==> src/rtl/hdmi_pkg.sv <==
// Shared constants and encodings for the 640x480@60 pattern controller.
// Timing values describe the raster the pixel counters walk through.
package hdmi_pkg;

  localparam int H_ACTIVE = 640;
  localparam int H_FPORCH = 16;
  localparam int H_SYNC   = 96;
  localparam int H_BPORCH = 48;
  localparam int H_TOTAL  = H_ACTIVE + H_FPORCH + H_SYNC + H_BPORCH;  // 800

  localparam int V_ACTIVE = 480;
  localparam int V_FPORCH = 10;
  localparam int V_SYNC   = 2;
  localparam int V_BPORCH = 33;
  localparam int V_TOTAL  = V_ACTIVE + V_FPORCH + V_SYNC + V_BPORCH;  // 525

  localparam int BAR_WIDTH = H_ACTIVE / 8;

  typedef enum logic [1:0] {
    MODE_BARS  = 2'd0,
    MODE_WHITE = 2'd1,
    MODE_GRAD  = 2'd2,
    MODE_RSVD  = 2'd3
  } mode_t;

  typedef enum logic [1:0] {
    ST_RUN   = 2'd0,
    ST_ARMED = 2'd1,
    ST_MUTE  = 2'd2
  } state_t;

  function automatic mode_t next_mode(input mode_t m);
    case (m)
      MODE_BARS:  return MODE_WHITE;
      MODE_WHITE: return MODE_GRAD;
      default:    return MODE_BARS;
    endcase
  endfunction

  // Bar index by comparing against 80, 160, ... 560 instead of dividing.
  function automatic logic [2:0] bar_index(input logic [9:0] x);
    logic [2:0] b;
    b = 3'd0;
    for (int i = 1; i < 8; i++) begin
      if (x >= 10'(i * BAR_WIDTH)) b = 3'(i);
    end
    return b;
  endfunction

endpackage

==> src/rtl/btn_debounce.sv <==
// Button synchronizer and stability debouncer; emits a one-cycle pulse
// when the accepted level falls from released (1) to pressed (0).
module btn_debounce #(
  parameter int DEBOUNCE_CYCLES = 252000
) (
  input  logic clk_in,
  input  logic rst_in,
  input  logic btn,
  output logic press
);

  localparam int CW = $clog2(DEBOUNCE_CYCLES + 1);
  localparam logic [CW-1:0] CNT_LAST = CW'(DEBOUNCE_CYCLES - 1);

  logic [1:0]    sync_q;
  logic          level_q;
  logic [CW-1:0] cnt_q;

  // NOTE: sequential state uses non-blocking assignments so every flop
  // samples pre-edge values regardless of statement order.
  always_ff @(posedge clk_in or posedge rst_in) begin
    if (rst_in) begin
      sync_q  <= 2'b11;
      level_q <= 1'b1;
      cnt_q   <= '0;
      press   <= 1'b0;
    end else begin
      sync_q <= {sync_q[0], btn};
      press  <= 1'b0;
      if (sync_q[1] == level_q) begin
        cnt_q <= '0;
      end else if (cnt_q == CNT_LAST) begin
        // Accepting a new level while released means the button went down.
        level_q <= sync_q[1];
        cnt_q   <= '0;
        press   <= level_q;
      end else begin
        cnt_q <= cnt_q + 1'b1;
      end
    end
  end

endmodule

==> src/rtl/hdmi_pattern_ctrl.sv <==
// Test-pattern selector between the timing generator and TMDS encoders:
// frame-aligned pattern switching with a black mute interval after each switch.
module hdmi_pattern_ctrl
  import hdmi_pkg::*;
#(
  parameter int DEBOUNCE_CYCLES = 252000,
  parameter int MUTE_FRAMES     = 1
) (
  input  logic       clk_in,
  input  logic       rst_in,
  input  logic       btn,
  input  logic [9:0] cnt_x,
  input  logic [9:0] cnt_y,
  input  logic       de_in,
  input  logic       hsync_in,
  input  logic       vsync_in,
  input  logic       frame_start,
  output logic [7:0] red,
  output logic [7:0] green,
  output logic [7:0] blue,
  output logic       de_out,
  output logic       hsync_out,
  output logic       vsync_out,
  output logic [1:0] mode,
  output logic       busy
);

  localparam logic [3:0] MUTE_LOAD = 4'(MUTE_FRAMES - 1);

  logic        press;
  state_t      state_q, state_d;
  mode_t       mode_q, mode_d;
  logic [3:0]  frm_cnt_q, frm_cnt_d;
  logic [2:0]  bar;
  logic [23:0] pix_d;
  logic        unused_cnt_y;

  assign unused_cnt_y = ^cnt_y[9:8];
  assign mode         = mode_q;

  btn_debounce #(
    .DEBOUNCE_CYCLES(DEBOUNCE_CYCLES)
  ) u_debounce (
    .clk_in(clk_in),
    .rst_in(rst_in),
    .btn   (btn),
    .press (press)
  );

  // NOTE: every signal gets a default first so no path through the block
  // leaves it unassigned, which would otherwise infer a latch.
  always_comb begin
    state_d   = state_q;
    mode_d    = mode_q;
    frm_cnt_d = frm_cnt_q;
    unique case (state_q)
      ST_RUN: begin
        if (press) state_d = ST_ARMED;
      end
      ST_ARMED: begin
        if (frame_start) begin
          state_d   = ST_MUTE;
          mode_d    = next_mode(mode_q);
          frm_cnt_d = MUTE_LOAD;
        end
      end
      ST_MUTE: begin
        if (frame_start) begin
          if (frm_cnt_q == 4'd0) state_d = ST_RUN;
          else frm_cnt_d = frm_cnt_q - 4'd1;
        end
      end
      default: state_d = ST_RUN;
    endcase
  end

  // Pixel uses next-state values so the switching frame's first pixel is black.
  assign bar = bar_index(cnt_x);

  always_comb begin
    pix_d = '0;
    if (de_in && (state_d != ST_MUTE)) begin
      case (mode_d)
        MODE_BARS:  pix_d = {{8{bar[2]}}, {8{bar[1]}}, {8{bar[0]}}};
        MODE_WHITE: pix_d = 24'hFF_FF_FF;
        MODE_GRAD:  pix_d = {cnt_x[7:0], cnt_y[7:0], cnt_x[7:0] ^ cnt_y[7:0]};
        default:    pix_d = '0;
      endcase
    end
  end

  always_ff @(posedge clk_in or posedge rst_in) begin
    if (rst_in) begin
      state_q   <= ST_RUN;
      mode_q    <= MODE_BARS;
      frm_cnt_q <= '0;
      busy      <= 1'b0;
      red       <= '0;
      green     <= '0;
      blue      <= '0;
      de_out    <= 1'b0;
      hsync_out <= 1'b0;
      vsync_out <= 1'b0;
    end else begin
      state_q   <= state_d;
      mode_q    <= mode_d;
      frm_cnt_q <= frm_cnt_d;
      busy      <= (state_d != ST_RUN);
      red       <= pix_d[23:16];
      green     <= pix_d[15:8];
      blue      <= pix_d[7:0];
      de_out    <= de_in;
      hsync_out <= hsync_in;
      vsync_out <= vsync_in;
    end
  end

endmodule

==> config.mk <==
export PLATFORM = sky130hd
export DESIGN_NAME = hdmi_pattern_ctrl
export DESIGN_NICKNAME = d
export VERILOG_FILES = /design/src/rtl/hdmi_pkg.sv /design/src/rtl/btn_debounce.sv /design/src/rtl/hdmi_pattern_ctrl.sv
export SDC_FILE = /design/constraint.sdc
export NUM_CORES = 1
export LEC_CHECK = 0
export CORE_MARGIN = 3
export CORE_UTILIZATION = 55
export DETAILED_ROUTE_END_ITERATION = 8
export GPL_TIMING_DRIVEN = 0
export MAX_ROUTING_LAYER = met4
export PLACE_DENSITY_LB_ADDON = 0.3
export SYNTH_ARGS = -nofsm -noshare
export SYNTH_HDL_FRONTEND = slang
export SYNTH_SLANG_ARGS = --single-unit
export TNS_END_PERCENT = 20
==> constraint.sdc <==
create_clock -name clk_in -period 4.7 [get_ports clk_in]
set_input_delay 0.705 -clock clk_in [delete_from_list [all_inputs] [get_ports clk_in]]
set_output_delay 0.705 -clock clk_in [all_outputs]
set_load 0.02 [all_outputs]
==> impl_metrics.json <==
{
  "status": "completed",
  "start_kind": "primary input",
  "grt_pass1_vias": 2228,
  "peakVddDrop_v": 0.000235,
  "path_buf_inv": 1,
  "die_h_um": 76.7,
  "syn_area_mm2": 0.00275,
  "num_rows": 25,
  "max_stage_delay_ns": 0.63,
  "worst_pin_slew_ns": 0.812,
  "instances_no_fill": 415,
  "cp.required_ns": 4.91,
  "grt_max_degree": 37,
  "routabilityCongestion": 0.856,
  "synth_top_area_cell": "dfrtp_1",
  "rsz0062_at_grt": "no",
  "path_cells": "clkdlybuf4s50_1, nor4bb_1, a211oi_1, a311oi_1, a2111o_1, a21oi_1",
  "path_max_fanout": 8,
  "cts-root-buf": "clkbuf_8",
  "via_count": 2250,
  "whs_endpoint": "u_debounce.sync_q[1]$_DFF_PP1_",
  "dp_hpwl_mm": 4.32,
  "hold_viol_final": 0,
  "synthCells": 279,
  "reg2reg_to": "blue[7]$_DFF_PP0_",
  "min_from": "u_debounce.sync_q[0]$_DFF_PP1_",
  "synth-main-ff-cell": "dfrtp_1",
  "drc": 0,
  "coreArea_mm2": 0.00479,
  "post_cts_resized": 0,
  "die_area_mm2": 0.00589,
  "critPathKind": "primary input to flop",
  "final_common_cell": "dfrtp_1",
  "antenna_found_initial": 0,
  "diodes": 0,
  "cts_setup_buffers": 0,
  "worstPathArrival_ns": 2.42,
  "vias_per_cell": 5.42,
  "clock-sinks": 58,
  "nNetsFinal": 373,
  "maxSlewViolCount": 0,
  "groute.usage.overall_pct": 23.2,
  "finalSetupViolCount": 0,
  "final_cell_mix": "55 x dfrtp_1, 52 x clkdlybuf4s50_1, 45 x nor2_1",
  "synth.avg_cell_area_um2": 9.86,
  "start_util_pct": 57.5,
  "port_buffers": 52,
  "layout-drive-gt1-share_pct": 9.48,
  "drtIter0Drc": 141,
  "ios": 57,
  "grt_pass1_wl_mm": 10.4,
  "clock_latency_ns": 0.34,
  "numCtsBuffers": 9,
  "power_density_mw_per_mm2": 316,
  "htreeDepth": 3,
  "slew_headroom_pct": 45.5,
  "hold_path.class": "flop to flop",
  "timing.rr.start": "frm_cnt_q[0]$_DFFE_PP0P_",
  "tns_ns": 0,
  "syn2layout_area_growth_pct": 30.1,
  "ant_nets": 0,
  "cts_buffer_depth": 2,
  "fmax_mhz": 452,
  "fin_crit_ns": 2.21,
  "synth_top_area_share_pct": 50.0,
  "cp_slowest_cell": "clkdlybuf4s50_1",
  "place_inst": 399,
  "yosysSeqAreaShare_pct": 52.9,
  "synth_cell_types": 44,
  "p_leak_nw": 1.62,
  "wl_per_cell_um": 14.3,
  "hold_buffers": 0,
  "first_pass_iters": 4,
  "period_share_pct": 47.1,
  "cp-end-kind": "flop",
  "synthTopCellsByArea": "dfrtp_1 50%, nor2_1 6.1%, xor2_1 4.5%",
  "die_width_um": 76.7,
  "synth-edff-count": 0,
  "async_flop_share_pct": 100,
  "tritoncts": "done",
  "drt_wl_total_mm": 5.92,
  "hold_slack_ns": 0.357,
  "path_clk_slew_ns": 0.06,
  "critPathTopFamily": "compound AO/OA/AOI/OAI gates",
  "synth_fp_nets": 309,
  "hold_depth": 0,
  "fin_skew_ns": 0.00513,
  "reg2reg_slack_ns": 2.61,
  "overflow": 0,
  "maxCapViolCount": 0,
  "yosys_register_bits": 58,
  "r2r_cells": 8,
  "yosysWarnings": 0
}
## synth_stat cells, types with 2 or more instances
library cell / count
inv_1: 12
buf_2: 3
nor3b_1: 5
dfstp_2: 3
nor2_1: 45
clkbuf_1: 6
a21o_1: 3
nand3_1: 7
nor3_1: 5
a211oi_1: 9
ha_1: 3
nand2_1: 23
nor4bb_1: 2
xnor2_1: 11
or3_1: 3
and2_1: 2
a21oi_1: 22
o21ai_0: 7
dfrtp_1: 55
buf_4: 2
nand4_1: 5
and3_1: 11
xor2_1: 14
## metal layers
metal | GRT usage [%] | routed length [um]
met1 | 29.4 | 2680
met2 | 35.1 | 2830
met3 | 5.28 | 282
met5 | - | 0
met4 | 11.6 | 120
## how the worst max path moves through the flow
stage,startpoint,slack (ns),endpoint,depth (start not counted)
after floorplan,rst_in,2.57,blue[0]$_DFF_PP0_,1
after global placement,rst_in,1.62,green[3]$_DFF_PP0_,2
after detailed placement,cnt_x[7],2.20,blue[0]$_DFF_PP0_,6
after CTS,mode[0]$_DFF_PP0_,2.55,mode[0],1
after global routing,frm_cnt_q[0]$_DFFE_PP0P_,2.37,red[0]$_DFF_PP0_,8
final,cnt_x[7],2.49,blue[0]$_DFF_PP0_,6
## flip-flops by register name (all words and copies together) (netlist names)
signal / flops
blue: 8
u_debounce.cnt_q: 18
frm_cnt_q: 4
green: 8
u_debounce.level_q: 1
state_q: 2
u_debounce.sync_q: 2
vsync_out: 1
u_debounce.press: 1
red: 8
hsync_out: 1
mode: 2
busy: 1
de_out: 1
## report_power, final
group / leakage, nW / total, W / switching (W) / internal [W]
Combinational: 0.758 / 0.000137 / 0.0000731 / 0.0000640
Sequential: 0.755 / 0.000527 / 0.00000728 / 0.000520
Clock: 0.105 / 0.000467 / 0.000196 / 0.000271
## area by class of cell
| class | instances | area, um^2 |
|---|---|---|
| Fill cell | 357 | 1210 |
| Inverter | 12 | 45.0 |
| Clock buffer | 11 | 151 |
| Tap cell | 67 | 83.8 |
| Clock inverter | 5 | 52.6 |
| Timing Repair Buffer | 53 | 541 |
| Buffer | 12 | 63.8 |
| Sequential cell | 58 | 1460 |
| Multi-Input combinational cell | 197 | 1190 |
## worst register-to-register path: stages (launching register included)
cell      delay, ns
dfrtp_1        0.39
inv_1          0.08
ha_1           0.21
and4bb_1       0.20
o31ai_2        0.28
a311o_1        0.16
buf_2          0.18
clkbuf_1       0.38
a21oi_1        0.09
## through the flow
step / setup slack (ns) / area [um^2] / utilization (%) / total power [W]
2_1_floorplan: 2.57 / 2750 / - / 0.000600
3_3_place_gp: 1.62 / 3360 / 70.1 / 0.000668
3_5_place_dp: 2.20 / 3380 / 70.5 / 0.000674
4_1_cts: 2.55 / 3580 / 74.8 / 0.00114
5_1_grt: 2.37 / 3580 / 74.8 / 0.00118
6_report: 2.49 / 3580 / 74.8 / 0.00113
## logic make-up (layout without fill, tap and decap cells)
kind of cell / after synthesis / after routing / synth area share (%)
buffers and inverters: 24 / 93 / 3.96
DFF: 58 / 58 / 52.9
and+or+nand+nor: 116 / 116 / 21.1
adders and majority gates: 4 / 4 / 1.73
xor gates and xnor gates: 25 / 25 / 7.96
AOI/OAI and AO/OA: 50 / 50 / 11.6
muxes: 2 / 2 / 0.773
No activity file was read; power rests on OpenSTA's default activity.
